[src/rtl/id_ex_stage.sv]
// ID/EX pipeline register. It decodes the ALU op and selects operand 2 so that EX
// receives operands that are ready to use. It also handles stall, flush and illegal-encoding drops.
module id_ex_stage #(
    parameter int XLEN    = 32,
    parameter int RADDR_W = 5
) (
    input  logic               clk_i,
    input  logic               rst_i,
    input  logic               stall_i,
    input  logic               flush_i,
    input  logic               valid_i,
    input  logic [6:0]         opcode_i,
    input  logic [2:0]         funct3_i,
    input  logic [6:0]         funct7_i,
    input  logic [XLEN-1:0]    RS1data_i,
    input  logic [XLEN-1:0]    RS2data_i,
    input  logic [XLEN-1:0]    imm_i,
    input  logic [RADDR_W-1:0] RS1addr_i,
    input  logic [RADDR_W-1:0] RS2addr_i,
    input  logic [RADDR_W-1:0] RDaddr_i,
    output logic               valid_o,
    output logic [XLEN-1:0]    data1_o,
    output logic [XLEN-1:0]    data2_o,
    output logic [XLEN-1:0]    RS2data_o,
    output logic [2:0]         ALUCtrl_o,
    output logic               RegWrite_o,
    output logic               MemRead_o,
    output logic               MemWrite_o,
    output logic               MemtoReg_o,
    output logic [RADDR_W-1:0] RS1addr_o,
    output logic [RADDR_W-1:0] RS2addr_o,
    output logic [RADDR_W-1:0] RDaddr_o,
    output logic               illegal_o
);

    localparam logic [6:0] OPC_R    = 7'b0110011;
    localparam logic [6:0] OPC_I    = 7'b0010011;
    localparam logic [6:0] OPC_LOAD = 7'b0000011;
    localparam logic [6:0] OPC_STORE= 7'b0100011;
    localparam logic [6:0] OPC_BR   = 7'b1100011;

    typedef enum logic [2:0] {
        ALU_AND  = 3'b000,
        ALU_XOR  = 3'b001,
        ALU_SLL  = 3'b010,
        ALU_ADD  = 3'b011,
        ALU_SUB  = 3'b100,
        ALU_MUL  = 3'b101,
        ALU_ADDI = 3'b110,
        ALU_SRAI = 3'b111
    } alu_op_e;

    typedef struct packed {
        logic               valid;
        logic [XLEN-1:0]    data1;
        logic [XLEN-1:0]    data2;
        logic [XLEN-1:0]    rs2data;
        alu_op_e            op;
        logic               reg_write;
        logic               mem_read;
        logic               mem_write;
        logic               mem_to_reg;
        logic [RADDR_W-1:0] rs1addr;
        logic [RADDR_W-1:0] rs2addr;
        logic [RADDR_W-1:0] rdaddr;
    } ex_t;

    logic    legal, use_imm, reg_write, mem_read, mem_write, mem_to_reg;
    alu_op_e op;
    ex_t     ex, ex_next;
    logic    illegal;

    always_comb begin
        legal      = 1'b0;
        op         = ALU_AND;
        use_imm    = 1'b0;
        reg_write  = 1'b0;
        mem_read   = 1'b0;
        mem_write  = 1'b0;
        mem_to_reg = 1'b0;
        case (opcode_i)
            OPC_R: begin
                reg_write = 1'b1;
                if (funct7_i == 7'b0000000) begin
                    case (funct3_i)
                        3'b111:  begin legal = 1'b1; op = ALU_AND; end
                        3'b100:  begin legal = 1'b1; op = ALU_XOR; end
                        3'b001:  begin legal = 1'b1; op = ALU_SLL; end
                        3'b000:  begin legal = 1'b1; op = ALU_ADD; end
                        default: ;
                    endcase
                end else if (funct7_i == 7'b0100000 && funct3_i == 3'b000) begin
                    legal = 1'b1; op = ALU_SUB;
                end else if (funct7_i == 7'b0000001 && funct3_i == 3'b000) begin
                    legal = 1'b1; op = ALU_MUL;
                end
            end
            OPC_I: begin
                use_imm   = 1'b1;
                reg_write = 1'b1;
                if (funct3_i == 3'b000) begin
                    legal = 1'b1; op = ALU_ADDI;
                end else if (funct3_i == 3'b101 && funct7_i == 7'b0100000) begin
                    legal = 1'b1; op = ALU_SRAI;
                end
            end
            OPC_LOAD: begin
                legal      = (funct3_i == 3'b010);
                op         = ALU_ADD;
                use_imm    = 1'b1;
                reg_write  = 1'b1;
                mem_read   = 1'b1;
                mem_to_reg = 1'b1;
            end
            OPC_STORE: begin
                legal     = (funct3_i == 3'b010);
                op        = ALU_ADD;
                use_imm   = 1'b1;
                mem_write = 1'b1;
            end
            // Branch already resolved in ID; it only travels down as a side-effect-free SUB.
            OPC_BR: begin
                legal = (funct3_i == 3'b000);
                op    = ALU_SUB;
            end
            default: ;
        endcase
    end

    always_comb begin
        ex_next            = '0;
        ex_next.valid      = 1'b1;
        ex_next.data1      = RS1data_i;
        ex_next.data2      = use_imm ? imm_i : RS2data_i;
        ex_next.rs2data    = RS2data_i;
        ex_next.op         = op;
        ex_next.reg_write  = reg_write && (RDaddr_i != '0);
        ex_next.mem_read   = mem_read;
        ex_next.mem_write  = mem_write;
        ex_next.mem_to_reg = mem_to_reg;
        ex_next.rs1addr    = RS1addr_i;
        ex_next.rs2addr    = RS2addr_i;
        ex_next.rdaddr     = RDaddr_i;
    end

    always_ff @(posedge clk_i) begin
        if (rst_i || flush_i) begin
            ex      <= '0;
            illegal <= 1'b0;
        end else if (stall_i) begin
            illegal <= 1'b0;
        end else if (!valid_i) begin
            ex      <= '0;
            illegal <= 1'b0;
        end else if (!legal) begin
            ex      <= '0;
            illegal <= 1'b1;
        end else begin
            ex      <= ex_next;
            illegal <= 1'b0;
        end
    end

    assign valid_o    = ex.valid;
    assign data1_o    = ex.data1;
    assign data2_o    = ex.data2;
    assign RS2data_o  = ex.rs2data;
    assign ALUCtrl_o  = ex.op;
    assign RegWrite_o = ex.reg_write;
    assign MemRead_o  = ex.mem_read;
    assign MemWrite_o = ex.mem_write;
    assign MemtoReg_o = ex.mem_to_reg;
    assign RS1addr_o  = ex.rs1addr;
    assign RS2addr_o  = ex.rs2addr;
    assign RDaddr_o   = ex.rdaddr;
    assign illegal_o  = illegal;

endmodule

[config.mk]
export PLATFORM = sky130hd
export DESIGN_NAME = id_ex_stage
export DESIGN_NICKNAME = d
export VERILOG_FILES = /design/src/rtl/id_ex_stage.sv
export SDC_FILE = /design/constraint.sdc
export NUM_CORES = 1
export LEC_CHECK = 0
export ABC_AREA = 1
export BUFFER_PORTS_ARGS = -buffer_cell sky130_fd_sc_hd__buf_4
export CORE_MARGIN = 3
export CORE_UTILIZATION = 42
export CTS_CLUSTER_SIZE = 20
export DETAILED_ROUTE_END_ITERATION = 16
export GPL_TIMING_DRIVEN = 0
export PLACE_DENSITY_LB_ADDON = 0.25
export SYNTH_ARGS = -nofsm -noshare
export SYNTH_HDL_FRONTEND = slang
export SYNTH_SLANG_ARGS = --single-unit
[constraint.sdc]
create_clock -name clk_i -period 1.49 [get_ports clk_i]
set_clock_uncertainty 0.05 [all_clocks]
set_input_delay 0.2235 -clock clk_i [delete_from_list [all_inputs] [get_ports clk_i]]
set_output_delay 0.2235 -clock clk_i [all_outputs]
set_load 0.1 [all_outputs]
==> results.cfg <==
[logic_synthesis]
synth.avg_cell_area_um2 = 7.39
synth_warnings = 0
synth_seq_cells = 119
seq_area_frac_synth_pct = 45.1
synthCells = 715
netlist_area_mm2 = 0.00528
yosysUniqueCellTypes = 22
syn-num-nets = 848

[sta]
tns_ns = 0
hold_ws_ns = 0.0255
drv_slew = 0
setup_violations = 0
fmax_mhz = 708
final.min_clock_period_ns = 1.41
rsz0062_at_grt = yes
finalHoldViolCount = 0
max_slew_margin_pct = 53.6
period_share_pct = 94.8
tightest_slew_ns = 0.696

[drt]
vias_per_cell = 4.98
wl_per_cell_um = 15.3
postRouteWirelength_um = 18000
route.detailed.drc = 0
first_iter_violations = 412
drtPass1Iterations = 4
ant_nets = 0
vias = 5834

[min_path]
min_to = data1_o[16]
min_path_type = input pin to register
hp-start = RS1data_i[16]
worstHoldPathCells = 3

[layout]
antennaDiodeCount = 0
areaGrowthSynthToFinish_pct = 54.3
drive_gt1_share_pct = 36.2
nNetsFinal = 1124
finalCoreUtilization_pct = 67.0
final_cell_area_mm2 = 0.00815

[global_route]
grt_pass1_wl_um = 27900
antenna_found_initial = 0
grt_remaining_overflow = 0
grt_pass1_vias = 5507
grt_util_all_layers_pct = 24.8
grt_max_degree = 17

[power]
vdd_drop_max_mv = 0.508
leakagePower_uw = 0.00345
power_density_mw_per_mm2 = 983

[worst_setup_path]
start_kind = input pin
criticalPathCategory = input pin to register
r2r-start = data1_o[23]
cp-end-kind = register
r2r_slack_ns = 0.78
worstPathRequired_ns = 1.77
rr_worst_depth = 2
crit_arrival_ns = 1.70
r2r_end = data1_o[23]
cp_max_fo = 10

[clock_tree]
cts_tree = built
path_clk_slew_ns = 0.06
clockBufferDepth = 2
hold_buffers = 0
cts.htree.levels = 4
cts_root_buf = clkbuf_16
cts.sinks = 119
cts_buffers = 17
insertion_delay_ns = 0.41

[die]
initial_core_util_pct = 43.4
dieArea_mm2 = 0.0140
io_pins = 253
core_area_mm2 = 0.0122
die_h_um = 118
rows = 40
die_w_um = 118

[place]
portBuffers = 252
dpl-instance-area_mm2 = 0.00739
gp_congestion = 0.880
place_hpwl_um = 13300

[status]
status = finished, final reports clean

[run]
max-cap-violations = 0
[state kept, by name, indices dropped and copies added, names as in the netlist]
signal and count:
RegWrite_o 1, data1_o 32, MemWrite_o 1, RS1addr_o 5, valid_o 1, RS2data_o 32
ALUCtrl_o 3, data2_o 32, illegal_o 1, RS2addr_o 5, RDaddr_o 5, MemRead_o 1
[worst max-delay path by stage]
| stage | depth (start not counted) | start | to | slack (ns) |
|---|---|---|---|---|
| finish | 12 | opcode_i[2] | data1_o[23] | 0.08 |
| global route | 12 | opcode_i[2] | RS2data_o[6] | -0.03 |
| CTS | 12 | opcode_i[3] | data1_o[23] | 0.02 |
| detailed placement | 6 | stall_i | data2_o[4] | -0.70 |
| global placement | 6 | stall_i | data2_o[4] | -0.67 |
| floorplan | 11 | opcode_i[3] | RS1addr_o[2] | 0.02 |
[critical path, cell delays in order]
cell and delay [ns]:
buf_4 0.12, nor2_4 0.13, nand2_4 0.08, nor2_8 0.18
nand2_2 0.10, nor2_2 0.10, nand2_2 0.09, nand3_4 0.12
clkbuf_16 0.18, buf_6 0.13, nand3_1 0.08, a21oi_1 0.17
[cells in the final DEF, fill, tap and decap left out, drive strengths merged]
cell type  Yosys  routed
nor2          21      21
dfxtp        119     119
nand2        212     212
nor4           1       1
clkinv         0       9
clkinvlp       0       1
bufinv         0       3
buf           22     277
clkbuf        39      60
inv           19      19
nand3        158     158
nand4          1       1
or2            1       1
a21oi        119     119
nor3           2       2
nand3b         1       1
[final cells by class]
class / instances / area [um2]
tap: 168 / 210
fill: 1110 / 4010
inverter: 19 / 71.3
multi-input combinational: 516 / 2530
clock inverter: 13 / 154
sequential: 119 / 2380
timing repair buffer: 258 / 1980
clock buffer: 19 / 453
buffer: 60 / 364
[cells by family after synthesis]
| kind of cell | synth area share, % |
|---|---|
| and+or+nand+nor | 35.6 |
| DFF | 45.1 |
| AOI/OAI and AO/OA | 11.3 |
| buffers and inverters | 8.00 |
[through the flow]
| stage | power [uW] | std cells | worst slack [ns] |
|---|---|---|---|
| 5_1_grt | 8290 | 1172 | -0.0260 |
| 3_3_place_gp | 3900 | 1135 | -0.667 |
| 4_1_cts | 8050 | 1167 | 0.0187 |
| 2_1_floorplan | 3510 | 715 | 0.0174 |
| 3_5_place_dp | 3900 | 1135 | -0.700 |
| 6_report | 8020 | 1172 | 0.0772 |
[timing repair]
action / CTS / global route
gates resized for setup: 2 / 26
cloned: 0 / 1
pin swaps: 0 / 7
setup buffers: 0 / 5
endpoints found under the setup margin: 81 / 116
[metal layers]
layer / vias to the layer above / part of all wire [%] / GRT usage, %
met5: - / 0 / 0
met3: 23 / 8.2 / 7.18
met4: 0 / 1.9 / 9.01
met1: 2627 / 42 / 31.5
li1: 2938 / - / -
met2: 246 / 47 / 40.2
[synthesized netlist by cell type]
| cell type | instances | area, um2 |
|---|---|---|
| buf_4 | 2 | 15.0 |
| inv_1 | 19 | 71.3 |
| nand3_1 | 127 | 636 |
| nand2_1 | 210 | 788 |
| nor2_1 | 18 | 67.6 |
| buf_12 | 1 | 20.0 |
| buf_8 | 3 | 45.0 |
| a21oi_1 | 119 | 596 |
| buf_2 | 4 | 20.0 |
| buf_1 | 4 | 15.0 |
| clkbuf_1 | 39 | 146 |
| nand3_2 | 31 | 310 |
| nor3_1 | 2 | 10.0 |
| nor2_2 | 2 | 12.5 |
| buf_6 | 8 | 90.1 |
| nor2_8 | 1 | 20.0 |
| nand3b_1 | 1 | 7.51 |
| or2_2 | 1 | 6.26 |
| nor4_1 | 1 | 6.26 |
| nand4_1 | 1 | 6.26 |
| nand2_2 | 2 | 12.5 |
| dfxtp_1 | 119 | 2380 |
[power by group]
part	internal [uW]	switching, uW
sequential	3190	0.546
clock	2700	1460
combinational	298	372
total	6190	1830
(Power assumes the default switching activity.)
